[src/rtl/alu_issue_pkg.sv]
// Shared types for the ALU issue controller: operand width, opcode and queued request entry.
package alu_issue_pkg;

  localparam int W = 4;

  typedef logic [1:0] op_t;

  typedef struct packed {
    op_t          op;
    logic [W-1:0] b;
    logic [W-1:0] a;
  } alu_req_t;

endpackage

[src/rtl/alu_issue_ctrl_if.sv]
// Request and response handshakes of the ALU issue controller.
interface alu_issue_ctrl_if
  import alu_issue_pkg::*;
#(
  parameter int SEQ_W = 4
);

  logic             req_valid;
  logic             req_ready;
  logic [W-1:0]     req_a;
  logic [W-1:0]     req_b;
  op_t              req_op;

  logic             rsp_valid;
  logic             rsp_ready;
  logic [W-1:0]     rsp_f;
  op_t              rsp_op;
  logic [SEQ_W-1:0] rsp_seq;

  modport master (
    output req_valid, req_a, req_b, req_op, rsp_ready,
    input  req_ready, rsp_valid, rsp_f, rsp_op, rsp_seq
  );

  modport slave (
    input  req_valid, req_a, req_b, req_op, rsp_ready,
    output req_ready, rsp_valid, rsp_f, rsp_op, rsp_seq
  );

endinterface

[src/rtl/alu_req_fifo.sv]
// Synchronous FIFO of request entries; head reads as zero when empty.
module alu_req_fifo
  import alu_issue_pkg::*;
#(
  parameter int  DEPTH   = 4,
  parameter type entry_t = alu_req_t
) (
  input  logic                       clk,
  input  logic                       rst_n,
  input  logic                       push,
  input  entry_t                     din,
  input  logic                       pop,
  output entry_t                     head,
  output logic [$clog2(DEPTH+1)-1:0] count,
  output logic                       full,
  output logic                       empty
);

  localparam int PTR_W = $clog2(DEPTH);
  localparam int CNT_W = $clog2(DEPTH+1);

  entry_t           mem [DEPTH];
  logic [PTR_W-1:0] wr_ptr;
  logic [PTR_W-1:0] rd_ptr;
  logic             do_push;
  logic             do_pop;

  assign full    = (count == CNT_W'(DEPTH));
  assign empty   = (count == '0);
  assign do_push = push && !full;
  assign do_pop  = pop && !empty;
  assign head    = empty ? '0 : mem[rd_ptr];

  always_ff @(posedge clk or negedge rst_n) begin
    if (!rst_n) begin
      wr_ptr <= '0;
      rd_ptr <= '0;
      count  <= '0;
    end else begin
      if (do_push) wr_ptr <= wr_ptr + PTR_W'(1);
      if (do_pop)  rd_ptr <= rd_ptr + PTR_W'(1);
      unique case ({do_push, do_pop})
        2'b10:   count <= count + CNT_W'(1);
        2'b01:   count <= count - CNT_W'(1);
        default: count <= count;
      endcase
    end
  end

  // Storage is flushed logically by the pointers, so the array itself needs no reset.
  always_ff @(posedge clk) begin
    if (do_push) mem[wr_ptr] <= din;
  end

endmodule

[src/rtl/alu_issue_ctrl.sv]
// Queues ALU requests, drives the external alu_4bit from the queue head and registers its result.
module alu_issue_ctrl
  import alu_issue_pkg::*;
#(
  parameter int W     = 4,
  parameter int DEPTH = 4,
  parameter int SEQ_W = 4
) (
  input  logic                       clk,
  input  logic                       rst_n,
  alu_issue_ctrl_if.slave            bus,
  output logic [W-1:0]               alu_a,
  output logic [W-1:0]               alu_b,
  output op_t                        alu_op,
  input  logic [W-1:0]               alu_f,
  output logic [$clog2(DEPTH+1)-1:0] fifo_count
);

  alu_req_t         req_p0;
  alu_req_t         head_p0;
  logic             fifo_full;
  logic             fifo_empty;
  logic             push_p0;
  logic             issue_p0;

  logic             rsp_vld_p1;
  logic [W-1:0]     rsp_f_p1;
  op_t              rsp_op_p1;
  logic [SEQ_W-1:0] rsp_seq_p1;
  logic [SEQ_W-1:0] seq_cnt;

  assign req_p0   = '{op: bus.req_op, b: bus.req_b, a: bus.req_a};
  assign push_p0  = bus.req_valid && !fifo_full;
  assign issue_p0 = !fifo_empty && (!rsp_vld_p1 || bus.rsp_ready);

  alu_req_fifo #(
    .DEPTH   (DEPTH),
    .entry_t (alu_req_t)
  ) u_fifo (
    .clk   (clk),
    .rst_n (rst_n),
    .push  (push_p0),
    .din   (req_p0),
    .pop   (issue_p0),
    .head  (head_p0),
    .count (fifo_count),
    .full  (fifo_full),
    .empty (fifo_empty)
  );

  assign bus.req_ready = !fifo_full;
  assign alu_a         = head_p0.a;
  assign alu_b         = head_p0.b;
  assign alu_op        = head_p0.op;

  // Stage p0 -> p1: capture the ALU result for the head entry into the response register.
  always_ff @(posedge clk or negedge rst_n) begin
    if (!rst_n) begin
      rsp_vld_p1 <= 1'b0;
      rsp_f_p1   <= '0;
      rsp_op_p1  <= '0;
      rsp_seq_p1 <= '0;
      seq_cnt    <= '0;
    end else if (issue_p0) begin
      rsp_vld_p1 <= 1'b1;
      rsp_f_p1   <= alu_f;
      rsp_op_p1  <= head_p0.op;
      rsp_seq_p1 <= seq_cnt;
      seq_cnt    <= seq_cnt + SEQ_W'(1);
    end else if (bus.rsp_ready) begin
      rsp_vld_p1 <= 1'b0;
    end
  end

  assign bus.rsp_valid = rsp_vld_p1;
  assign bus.rsp_f     = rsp_f_p1;
  assign bus.rsp_op    = rsp_op_p1;
  assign bus.rsp_seq   = rsp_seq_p1;

endmodule

[src/flat_wrapper.sv]
// flat-port wrapper written by rule: the top's interface ports become plain ports
module alu_issue_ctrl_flat import alu_issue_pkg::*;
#(
  parameter int W     = 4,
  parameter int DEPTH = 4,
  parameter int SEQ_W = 4
)
  (clk, rst_n, alu_a, alu_b, alu_op, alu_f, fifo_count, bus_req_valid, bus_req_a, bus_req_b, bus_req_op, bus_rsp_ready, bus_req_ready, bus_rsp_valid, bus_rsp_f, bus_rsp_op, bus_rsp_seq);
  alu_issue_ctrl_if #(.SEQ_W(SEQ_W)) bus_i ();
  input  logic clk;
  input  logic rst_n;
  output logic [W-1:0] alu_a;
  output logic [W-1:0] alu_b;
  output op_t alu_op;
  input  logic [W-1:0] alu_f;
  output logic [$clog2(DEPTH+1)-1:0] fifo_count;
  input wire logic [$bits(bus_i.req_valid)-1:0] bus_req_valid;
  input wire logic [$bits(bus_i.req_a)-1:0] bus_req_a;
  input wire logic [$bits(bus_i.req_b)-1:0] bus_req_b;
  input wire logic [$bits(bus_i.req_op)-1:0] bus_req_op;
  input wire logic [$bits(bus_i.rsp_ready)-1:0] bus_rsp_ready;
  output wire logic [$bits(bus_i.req_ready)-1:0] bus_req_ready;
  output wire logic [$bits(bus_i.rsp_valid)-1:0] bus_rsp_valid;
  output wire logic [$bits(bus_i.rsp_f)-1:0] bus_rsp_f;
  output wire logic [$bits(bus_i.rsp_op)-1:0] bus_rsp_op;
  output wire logic [$bits(bus_i.rsp_seq)-1:0] bus_rsp_seq;
  assign bus_i.req_valid = bus_req_valid;
  assign bus_i.req_a = bus_req_a;
  assign bus_i.req_b = bus_req_b;
  assign bus_i.req_op = bus_req_op;
  assign bus_i.rsp_ready = bus_rsp_ready;
  assign bus_req_ready = bus_i.req_ready;
  assign bus_rsp_valid = bus_i.rsp_valid;
  assign bus_rsp_f = bus_i.rsp_f;
  assign bus_rsp_op = bus_i.rsp_op;
  assign bus_rsp_seq = bus_i.rsp_seq;
  alu_issue_ctrl #(.W(W), .DEPTH(DEPTH), .SEQ_W(SEQ_W)) u_core (.clk(clk), .rst_n(rst_n), .bus(bus_i), .alu_a(alu_a), .alu_b(alu_b), .alu_op(alu_op), .alu_f(alu_f), .fifo_count(fifo_count));
endmodule
[config.mk]
export PLATFORM = sky130hd
export DESIGN_NAME = alu_issue_ctrl_flat
export DESIGN_NICKNAME = d
export VERILOG_FILES = /design/src/rtl/alu_issue_pkg.sv /design/src/rtl/alu_issue_ctrl_if.sv /design/src/rtl/alu_req_fifo.sv /design/src/rtl/alu_issue_ctrl.sv /design/src/flat_wrapper.sv
export SDC_FILE = /design/constraint.sdc
export NUM_CORES = 1
export LEC_CHECK = 0
export ABC_AREA = 0
export CORE_MARGIN = 5
export CORE_UTILIZATION = 30
export CTS_CLUSTER_DIAMETER = 150
export DETAILED_ROUTE_END_ITERATION = 12
export PLACE_DENSITY = 0.51
export RECOVER_POWER = 100
export SLEW_MARGIN = 10
export SYNTH_ARGS = -nofsm -noshare
export SYNTH_HDL_FRONTEND = slang
export SYNTH_HIERARCHICAL = 1
export SYNTH_SLANG_ARGS = --single-unit
[constraint.sdc]
create_clock -name clk -period 3.75 [get_ports clk]
set_clock_uncertainty 0.15 [all_clocks]
set_input_delay 0.75 -clock clk [delete_from_list [all_inputs] [get_ports clk]]
set_output_delay 0.75 -clock clk [all_outputs]
set_load 0.005 [all_outputs]
After elaboration in Yosys (flattened, before gate mapping) --
Memories as Yosys holds them, arrays and structs flattened. Index checks and enable logic that the tools add are counted.
Storage, ports and cells: memories kept 1, logic and storage cells 34, memory bits (writable) 40, output and inout bits 25, flip-flop bits (word level) 22, input bits 18
Memory list:
- u_core.u_fifo.mem | depth 4, bits a word 10, read ports 1, clocked after Yosys merged registers in 0, wr ports 1, line alu_req_fifo.sv:22 | entry_t mem [DEPTH];
Operators by class: equal/unequal tests 3, add/subtract/negate cells 5, reductions and logical operators 11, multiplexer cells 6
Operator list (number):
- $mux 10 | 1
- $pmux 3 s2 | 1
- $add 2x1->2 const B | 2
- $add 4x1->4 const B | 1
- $logic_and 1x1->1 | 4
- $mux 1 | 4
- $reduce_bool 2->1 | 2
- $add 3x1->3 const B | 1
- $eq 3x3->1 const B | 1
- $logic_not 1->1 | 3
- $logic_not 3->1 | 1
- $sub 3x1->3 const B | 1
- $eq 2x1->1 const B | 1
- $eq 2x2->1 const B | 1
- $logic_or 1x1->1 | 1

Depth between registers and ports, before layout --
Gate-level depths: netlist of the first run.
depth in word-level cells 6, depth in mapped cells 11, gate-level depth less buffers 10

Modules after synthesis --
Netlist of the first run, hierarchy kept.
By module, submodules not included:
- alu_req_fifo | area each 2004.4 µm², times used 1, cells each 101, sequential area each 1376.3 µm²
- alu_issue_ctrl | area each 646.9 µm², times used 1, cells each 39, sequential area each 375.4 µm²

Worst setup path after synthesis of the first run --
OpenSTA, ideal clock, no wires.
path type reg2reg, start point register u_core.u_fifo.count[0], end point register u_core.u_fifo.count[2], setup slack 1238 ps, stages on the path, launching flop included 12, period minus slack after synthesis 2512 ps, buffers on the path 2, arrival time 2237 ps, data required time 3475 ps, setup time 125 ps, cell sequence dfrtp_1 > nor3_1 > buf_4 > nor2_4 > buf_12 > and2b_1 > ha_1 > inv_1 > fa_1 > xor2_1 > nor2_1 > xor2_1
Between the ends: word-level cells in the longest chain between the ends 6, elaborated cells on any way between the ends 14, classes of those cells 2 x add/sub; 3 x eq/ne; 1 x mux; 8 x reduce/logical
Ends and longest elaborated chain:
- start: declaration | line alu_req_fifo.sv:14 | output logic [$clog2(DEPTH+1)-1:0] count,
- start signal: assignment | line alu_req_fifo.sv:43 | 2'b10: count <= count + CNT_W'(1);
- start signal: assignment | line alu_req_fifo.sv:44 | 2'b01: count <= count - CNT_W'(1);
- start signal: assignment | line alu_req_fifo.sv:45 | default: count <= count;
- $logic_not 3->1 (*) | line alu_req_fifo.sv:29 | assign empty = (count == '0);
- named net u_core.fifo_empty | line alu_issue_ctrl.sv:22 | logic fifo_empty;
- $logic_not 1->1 (*) | line alu_issue_ctrl.sv:34 | assign issue_p0 = !fifo_empty && (!rsp_vld_p1 || bus.rsp_ready);
- $logic_and 1x1->1 (*) | line alu_issue_ctrl.sv:34
- named net u_core.issue_p0 | line alu_issue_ctrl.sv:24 | logic issue_p0;
- $logic_and 1x1->1 (*) | line alu_req_fifo.sv:31 | assign do_pop = pop && !empty;
- named net u_core.u_fifo.do_pop | line alu_req_fifo.sv:26 | logic do_pop;
- $eq 2x1->1 or $eq 2x2->1 (tied branches) | line alu_req_fifo.sv:42 | unique case ({do_push, do_pop})
- $pmux 3 s2 or $reduce_bool 2->1 (tied branches)
Mark *: on every way through the listed nets, which the timed path passes. The rest lies on a longest branch. A chain may end at the register's enable or synchronous reset.

Worst setup path in the final report of the first run --
start point register u_core.u_fifo.count[0], end point output alu_b[2]
Between the ends: word-level cells in the longest chain between the ends 2
Ends and longest elaborated chain:
- $logic_not 3->1 | line alu_req_fifo.sv:29
- named net u_core.fifo_empty | line alu_issue_ctrl.sv:22
- $mux 10 | line alu_req_fifo.sv:32 | assign head = empty ? '0 : mem[rd_ptr];
- end: declaration | line flat_wrapper.sv:13 | output logic [W-1:0] alu_b;
The timed path passes the listed nets, and every way through them passes these cells.

==> results of run 1 <==
## worst register-to-register path: stages, from the launching register on
cell,delay [ns]
dfrtp_1,0.44
nor3b_1,0.38
nor2b_1,0.08
nor2b_1,0.22
inv_1,0.10
ha_1,0.19
inv_1,0.07
fa_1,0.37
xor2_1,0.15
nor2_1,0.11
xor2_1,0.17
## area by class of cell
cell class,instances,share of cell area
Sequential cell,62,0.521
Clock buffer,9,0.0369
Tap cell,108,0.0402
Timing Repair Buffer,46,0.132
Inverter,7,0.00782
Multi-Input combinational cell,67,0.235
Clock inverter,7,0.0264
## registers in the layout (all words and copies together), names as in the netlist
name,cells
u_core/bus.rsp_op,2
u_core/u_fifo/rd_ptr,2
u_core/u_fifo/wr_ptr,2
u_core/bus.rsp_valid,1
u_core/bus.rsp_seq,4
u_core/bus.rsp_f,4
u_core/u_fifo/mem,40
u_core/u_fifo/count,3
u_core/seq_cnt,4
## worst min-delay path by stage
stage	start	to	slack [ns]	cells past startpoint
3_5_place_dp	u_core/seq_cnt[3]	u_core/seq_cnt[3]	0.31	1
3_3_place_gp	u_core/seq_cnt[3]	u_core/seq_cnt[3]	0.32	1
6_report	u_core/seq_cnt[3]	u_core/seq_cnt[3]	0.31	1
4_1_cts	u_core/seq_cnt[3]	u_core/seq_cnt[3]	0.32	1
2_1_floorplan	u_core/seq_cnt[3]	u_core/seq_cnt[3]	0.29	1
5_1_grt	u_core/bus.rsp_f[2]	u_core/bus.rsp_f[2]	0.35	1
## logic make-up after synthesis
kind of cell,count (synthesis),share of synthesized area
xor+xnor,9,0.0297
buf+inv,11,0.0264
mux,23,0.154
flops,62,0.661
fa+ha+maj,7,0.0359
simple gates,28,0.0934
## through the flow
stage	power [mW]	area [um2]
detailed placement	2.29	3200
global route	2.93	3360
finish	2.74	3360
floorplan	1.78	2650
CTS	2.92	3410
global placement	2.26	3200
## power groups by stage
| stage | sequential (mW) | combinational (mW) | clock [mW] |
|---|---|---|---|
| finish | 1.09 | 1.03 | 0.615 |
| global route | 1.12 | 1.15 | 0.657 |
| CTS | 1.11 | 1.18 | 0.633 |
| detailed placement | 1.12 | 1.17 | 0 |
| global placement | 1.11 | 1.15 | 0 |
| floorplan | 1.06 | 0.727 | 0 |
## routing by layer
metal / up-vias / global-route usage / wire length (um)
met5: - / 0 / 0
met4: 0 / 0.0472 / 57
met3: 4 / 0.0248 / 212
met2: 30 / 0.155 / 2470
met1: 666 / 0.115 / 2010
li1: 615 / - / -
## cell usage in the layout (no fill, tap or decap), types with 2 or more instances in the layout
cell type,n
mux2_2,4
and2_0,4
xnor2_1,2
nor2_1,2
clkdlybuf4s50_1,10
mux2_1,8
ha_1,6
mux4_2,8
inv_1,7
clkbuf_8,9
xor2_1,7
buf_4,2
dfrtp_1,22
dlygate4sd3_1,32
bufinv_16,2
edfxtp_1,40
mux4_1,2
nor3b_1,2
clkinv_1,2
nor2b_4,8
nor2b_1,5
==> results.toml, run 1 <==
[status]
status = "complete, no violations"

[layout]
seqCellArea_um2 = 1750
multi_input_area_um2 = 790
drive_gt1_frac = 0.197
area_delta_synth_final_pct = 26.7
num_antenna_cells = 0
fin_util = 0.387
finalNonFillerCells = 306
n_fill_cell = 820
fin_nets = 218

[timing]
final.setup.tns_ns = 0
setup_viol = 0
relSlewSlack = 0.321
fin_ws_ns = 0.391
drv_slew = 0
fmax_mhz = 298
rsz0062_at_grt = "no"
worst_slew_pin_slew_ns = 1.01
min_period_over_period = 0.896
fin_crit_ns = 3.36
hold_violations = 0
holdWs_ns = 0.315

[detailed_routing]
drt_iter0_drc = 35
drt_wl_total_um = 4750
drtPass1Iterations = 4
drt-vias-per-instance = 4.30
route.detailed.drc = 0
post_drt_wl_per_cell_um = 15.5
ant_nets = 0
num_vias = 1315

[synthesis]
synth.distinct_cells = 29
synth_area_per_cell_um2 = 18.9
synth_top_cell_by_area = "edfxtp_1"
synth_fp_nets = 165
ys_warn_count = 6
synth_commonest_cells = "edfxtp_1 (40), dfrtp_1 (22), nor2b_4 (9)"
ys_async_sr_fraction = 0.355
netlist_instances = 140
ys_seq_area_frac = 0.661
netlist_top_cells_area = "edfxtp_1 (45%), dfrtp_1 (21%), mux4_2 (6.8%)"
synth_ff_type = "edfxtp_1"
synth-seq-cells = 62
synth_area_um2 = 2650
yosysMostFrequentCell = "edfxtp_1"
synth-edff-count = 40
synth_top_cell_area_share = 0.453

[worst_setup_path]
worstPathRequired_ns = 2.85
path_delay_family = "buffers and inverters"
start_kind = "register"
arrival_ns = 2.46
r2r_slack_ns = 1.26
max_stage_delay_ns = 0.61
cp_cell_sequence = "nor3_2, clkbuf_2, nor2b_4, dlygate4sd3_1"
startpoint = "u_core/u_fifo/count[0]"
slowest_stage = "nor3_2"
critPathCapture = "alu_b[2]"
cp_num_cells = 4
r2r_start = "u_core/u_fifo/count[0]"
r2r_end = "u_core/u_fifo/count[2]"
r2r_cells = 10
critPathBufInv = 2
cp_max_fo = 9
endpoint_kind = "output port"
crit_type = "register to output port"

[global_routing]
grt-ovfl-total = 0
grt_max_degree = 23
grt_pass1_vias = 1536
grt_pass1_wl_um = 7990
antenna_found_initial = 0
grt_usage = 0.0946

[floorplan]
dieArea_um2 = 10800
io_pins = 43
core_um2 = 8680
dieWidth_um = 104
start_util = 0.306
rows = 34
dieHeight_um = 104

[clock_network]
cts_root_buf = "clkbuf_8"
post_cts_buffers = 0
cts_tree = "built"
clk_latency_ns = 0.33
htree_levels = 3
postCtsResizedCells = 0
max-clock-path-buffers = 2
cts_hold_buf = 0
clkSlewWorstSetupHoldPaths_ns = 0.07
cts_buffers = 9
cts.sinks = 62

[placed_design]
dp_hpwl_um = 3450
dp_cells = 290
io_buffers = 42
place_ws_ns = 0.857
gp_congestion = 0.687

[min_path]
hold_path_class = "register to register"

[power_and_ir_drop]
p_clk_frac = 0.224
power.leakage_nw = 1.27
p_int_mw = 1.94
seq_power_share = 0.399
pwr-share-comb = 0.377
switching_power_mw = 0.800
powerDensity_nw_per_um2 = 816
ir_worst_vdd_v = 0.000280
swShare = 0.292

[job]
maxCapViolCount = 0
No activity file was read; power rests on OpenSTA's default activity.
==> run 2, diff against run 1 <==
--- a/config.mk
+++ b/config.mk
@@ -10,6 +10,7 @@
 export CORE_UTILIZATION = 30
 export CTS_CLUSTER_DIAMETER = 150
 export DETAILED_ROUTE_END_ITERATION = 12
+export GPL_TIMING_DRIVEN = 0
 export PLACE_DENSITY = 0.51
 export RECOVER_POWER = 100
 export SLEW_MARGIN = 10
==> run 2 against run 1 <==
Net effect: global-route usage about the same; setup slack better by 0.20 ns; via count up 1.9%; first-iteration DRC count up 11%; flip-flop and latch count unchanged; non-clock buffer count unchanged; critical endpoint is now alu_a[0]; cell count unchanged; clock power down 3%; sequential power about the same; sequential share of layout area down 0.19 points; utilization up 0.14 points; critical path depth unchanged; largest power group is now combinational logic.
==> results.toml, run 2 (synthesis results as in run 1) <==
[floorplan]
rows = 34
dieArea_um2 = 10800
io_pins = 43
dieHeight_um = 104
core_um2 = 8680
dieWidth_um = 104
start_util = 0.306

[timing]
fmax_mhz = 316
setup_viol = 0
relSlewSlack = 0.336
worst_slew_pin_slew_ns = 0.993
min_period_over_period = 0.843
fin_crit_ns = 3.16
final.setup.tns_ns = 0
rsz0062_at_grt = "no"
drv_slew = 0
hold_violations = 0

[power_and_ir_drop]
swShare = 0.288
p_int_mw = 1.94
ir_worst_vdd_v = 0.000333
seq_power_share = 0.389
power.leakage_nw = 1.29
pwr-share-comb = 0.391
p_clk_frac = 0.220
powerDensity_nw_per_um2 = 807
switching_power_mw = 0.785

[job]
maxCapViolCount = 0

[clock_network]
cts.sinks = 62
postCtsResizedCells = 0
clk_latency_ns = 0.33
htree_levels = 3
cts_hold_buf = 0
clkSlewWorstSetupHoldPaths_ns = 0.07
cts_tree = "built"
post_cts_buffers = 0
max-clock-path-buffers = 2
cts_root_buf = "clkbuf_8"
cts_buffers = 9

[worst_setup_path]
arrival_ns = 2.26
worstPathRequired_ns = 2.85
endpoint_kind = "output port"
cp_max_fo = 13
start_kind = "register"
crit_type = "register to output port"
r2r_slack_ns = 0.83

[placed_design]
dp_hpwl_um = 3350
gp_congestion = 0.666
io_buffers = 42
placed_cell_area_um2 = 3210

[layout]
fin_nets = 218
regMostFlops = "u_core/u_fifo/mem"
drive_gt1_frac = 0.197
num_antenna_cells = 0
mostFrequentLayoutCells = "edfxtp_1 (40), dlygate4sd3_1 (37), dfrtp_1 (22), clkbuf_8 (10), nor2b_4 (9)"
final_area_um2 = 3370
final_common_cell = "edfxtp_1"
largest_reg_flops = 40
area_delta_synth_final_pct = 27.2

[global_routing]
grt_use_met1 = 0.109
globalRoute.busiestLayer = "met2"
grt_max_degree = 23
grt_pass1_wl_um = 7880
grt.met3_usage = 0.0174
grt_pass1_vias = 1540
grt_usage = 0.0948
antenna_found_initial = 0
grt-ovfl-total = 0
grtUsageMet2 = 0.158

[status]
status = "complete, no violations"

[detailed_routing]
drt-vias-per-instance = 4.38
drt_wl_total_um = 4710
route.detailed.drc = 0
post_drt_wl_per_cell_um = 15.4
drtPass1Iterations = 2
drt_iter0_drc = 39
ant_nets = 0
num_vias = 1340

[min_path]
hold_path_class = "register to register"
-- run 2: cell types whose count changed in the layout (fill, tap and decap cells not counted), sizes merged, moves of 2 or more --
cell	change
clkbuf	+2
buf	+2
clkinv	-2
dlygate4sd3	+5
clkdlybuf4s50	-5
-- run 2: power groups by stage --
stage / logic, mW / clock network, mW / registers, mW
2_1_floorplan: 0.727 / 0 / 1.06
3_5_place_dp: 1.22 / 0 / 1.08
5_1_grt: 1.18 / 0.652 / 1.08
6_report: 1.07 / 0.598 / 1.06
3_3_place_gp: 1.19 / 0 / 1.06
4_1_cts: 1.23 / 0.620 / 1.07
-- run 2: final cells by class --
cell class / count / area [um2]
tap: 108 / 135
timing repair buffer: 42 / 420
sequential: 62 / 1750
buffer: 4 / 43.8
fill: 833 / 5310
inverter: 7 / 26.3
clock buffer: 13 / 170
multi-input combinational: 67 / 785
clock inverter: 3 / 40.0
-- run 2: through the flow --
stage                     hold WS [ns]  utilization  total power, mW  instances  setup slack (ns)
final                            0.322        0.389             2.72        306             0.589
after global routing             0.341        0.389             2.91        306             0.439
after CTS                        0.330        0.394             2.92        306             0.637
after detailed placement         0.319        0.370             2.31        290             0.619
after global placement           0.312        0.370             2.26        290             0.669
after floorplan                  0.292            -             1.78        140              1.24
-- run 2: final timing paths --
| path | to | from | cells past startpoint |
|---|---|---|---|
| max | alu_a[0] | u_core/u_fifo/count[0] | 4 |
| min | u_core/seq_cnt[3] | u_core/seq_cnt[3] | 1 |
| max reg2reg | u_core/u_fifo/count[2] | u_core/u_fifo/count[0] | 11 |
| min reg2reg | u_core/seq_cnt[3] | u_core/seq_cnt[3] | 1 |
| max in group asynchronous | u_core/u_fifo/count[1] | rst_n | 1 |
| min in group asynchronous | u_core/bus.rsp_seq[3] | rst_n | 1 |
-- run 2: worst max-delay path, stage by stage (launching register included) --
cell and delay (ns):
dfrtp_1 0.44, nor3_1 0.42, buf_4 0.39, nor2b_1 0.10, dlygate4sd3_1 0.58
-- run 2: layer usage --
layer,wire (um),share of wire,vias up
li1,-,-,619
met2,2450,0.52,26
met5,0,0,-
met3,129,0.027,11
met1,1990,0.42,684
met4,144,0.031,0
==> run 3, diff against run 2 <==
--- a/config.mk
+++ b/config.mk
@@ -11,7 +11,7 @@
 export CTS_CLUSTER_DIAMETER = 150
 export DETAILED_ROUTE_END_ITERATION = 12
 export GPL_TIMING_DRIVEN = 0
-export PLACE_DENSITY = 0.51
+export PLACE_DENSITY = 0.53
 export RECOVER_POWER = 100
 export SLEW_MARGIN = 10
 export SYNTH_ARGS = -nofsm -noshare
==> constraint.sdc (replaced) <==
create_clock -name clk -period 2.9 [get_ports clk]
set_clock_uncertainty 0.15 [all_clocks]
set_input_delay 0.58 -clock clk [delete_from_list [all_inputs] [get_ports clk]]
set_output_delay 0.58 -clock clk [all_outputs]
set_load 0.005 [all_outputs]
==> run 3 against run 2 <==
Net effect: first-iteration DRC count shrank 2.6%; setup slack lost 0.49 ns; power grew 27%; critical path depth is the same; sequential share of layout area grew 0.35 points; cell area shrank 0.67%; combinational power grew 30%.
==> results.toml, run 3 (synthesis results as in run 1) <==
[clock_network]
post_cts_buffers = 0
cts.sinks = 62
clkSlewWorstSetupHoldPaths_ns = 0.07
htree_levels = 3
clk_latency_ns = 0.32
cts_buffers = 9
max-clock-path-buffers = 2
cts_tree = "built"
cts_root_buf = "clkbuf_8"

[timing]
relSlewSlack = 0.327
hold_violations = 0
setup_viol = 0
fmax_mhz = 357
min_period_over_period = 0.966
fin_crit_ns = 2.80
rsz0062_at_grt = "no"
fin_ws_ns = 0.0980
worst_slew_pin_slew_ns = 1.01
holdWs_ns = 0.327
drv_slew = 0

[detailed_routing]
route.detailed.drc = 0
drtPass1Iterations = 4
drt_iter0_drc = 38
ant_nets = 0
drt_wl_total_um = 4610
drt-vias-per-instance = 4.28
num_vias = 1309
post_drt_wl_per_cell_um = 15.1

[worst_setup_path]
start_kind = "register"
slowest_stage = "mux4_2"
arrival_ns = 2.07
path_delay_family = "buffers and inverters"
max_stage_delay_ns = 0.52
worstPathRequired_ns = 2.17
crit_type = "register to output port"
critPathBufInv = 2
cp_cell_sequence = "buf_6, mux4_2, nor2b_4, clkdlybuf4s50_1"
cp_max_fo = 10
endpoint_kind = "output port"

[power_and_ir_drop]
powerDensity_nw_per_um2 = 1030
p_int_mw = 2.44
power.leakage_nw = 1.27
ir_worst_vdd_v = 0.000388
swShare = 0.293
switching_power_mw = 1.01
seq_power_share = 0.397
pwr-share-comb = 0.404
power_mw = 3.45
p_clk_frac = 0.199

[layout]
num_antenna_cells = 0
regMostFlops = "u_core/u_fifo/mem"
fin_nets = 218
largest_reg_flops = 40
fin_util = 0.386
area_delta_synth_final_pct = 26.3
mostFrequentLayoutCells = "edfxtp_1 (40), dlygate4sd3_1 (26), dfrtp_1 (22), clkdlybuf4s50_1 (16), clkbuf_8 (10)"
final_common_cell = "edfxtp_1"
drive_gt1_frac = 0.202

[placed_design]
place_ws_ns = -0.0398
io_buffers = 42
dp_hpwl_um = 3190
gp_congestion = 0.636

[global_routing]
grt_pass1_wl_um = 7550
grt-ovfl-total = 0
antenna_found_initial = 0
grt_usage = 0.0899
grt_pass1_vias = 1411
grt_max_degree = 23

[floorplan]
core_um2 = 8680
io_pins = 43
dieArea_um2 = 10800
dieWidth_um = 104
dieHeight_um = 104
rows = 34
start_util = 0.306

[job]
maxCapViolCount = 0

[min_path]
hold_path_class = "register to register"

[status]
status = "complete, no violations"
[run 3: cell types whose count changed in the layout (fill, tap and decap cells not counted), sizes merged]
cell | previous run | this run
bufinv | 1 | 0
clkdlybuf4s50 | 5 | 16
clkbuf | 13 | 12
clkinv | 2 | 4
dlygate4sd3 | 37 | 26
[run 3: per-stage QoR]
step	setup TNS [ns]	instance area, um2	cells
floorplan	0	2650	140
global placement	-0.0330	3210	290
detailed placement	-0.0398	3210	290
CTS	0	3400	306
global route	0	3350	306
finish	0	3350	306
[run 3: layout make-up]
cell class                      instances  area, um2
Fill cell                             852       5330
Tap cell                              108        135
Clock inverter                          4       20.0
Timing Repair Buffer                   42        420
Clock buffer                           12        166
Sequential cell                        62       1750
Multi-Input combinational cell         67        782
Buffer                                  4       47.5
Inverter                                7       26.3
[run 3: routing by layer]
| layer | vias to the layer above | track usage | wire length, um |
|---|---|---|---|
| met1 | 670 | 0.112 | 2020 |
| met3 | 2 | 0.0304 | 150 |
| li1 | 617 | - | - |
| met4 | 0 | 0.0444 | 48 |
| met5 | - | 0 | 0 |
| met2 | 20 | 0.139 | 2390 |
[run 3: final timing paths]
path                                         start                 endpoint  slack, ns  cells past startpoint
min in group asynchronous                    rst_n     u_core/bus.rsp_valid       0.72                      1
hold / removal                   u_core/seq_cnt[3]        u_core/seq_cnt[3]       0.33                      1
setup / recovery           u_core/u_fifo/rd_ptr[0]                 alu_a[1]        0.1                      4
setup reg to reg            u_core/u_fifo/count[0]   u_core/u_fifo/count[2]       0.36                     11
max in group asynchronous                    rst_n  u_core/u_fifo/rd_ptr[1]       1.26                      1
hold reg to reg                  u_core/seq_cnt[3]        u_core/seq_cnt[3]       0.33                      1
[run 3: repair_timing]
item | in CTS | in global routing
gates cloned | 0 | 0
gates resized for setup | 1 | 1
setup endpoints to repair | 1 | 10
hold buffers | 0 | 0
[run 3: power by group through the flow]
stage	clock (mW)	sequential (mW)	combinational (mW)
after global routing	0.757	1.40	1.53
final	0.688	1.37	1.39
after floorplan	0	1.37	0.940
after CTS	0.707	1.38	1.58
after global placement	0	1.39	1.55
after detailed placement	0	1.40	1.57
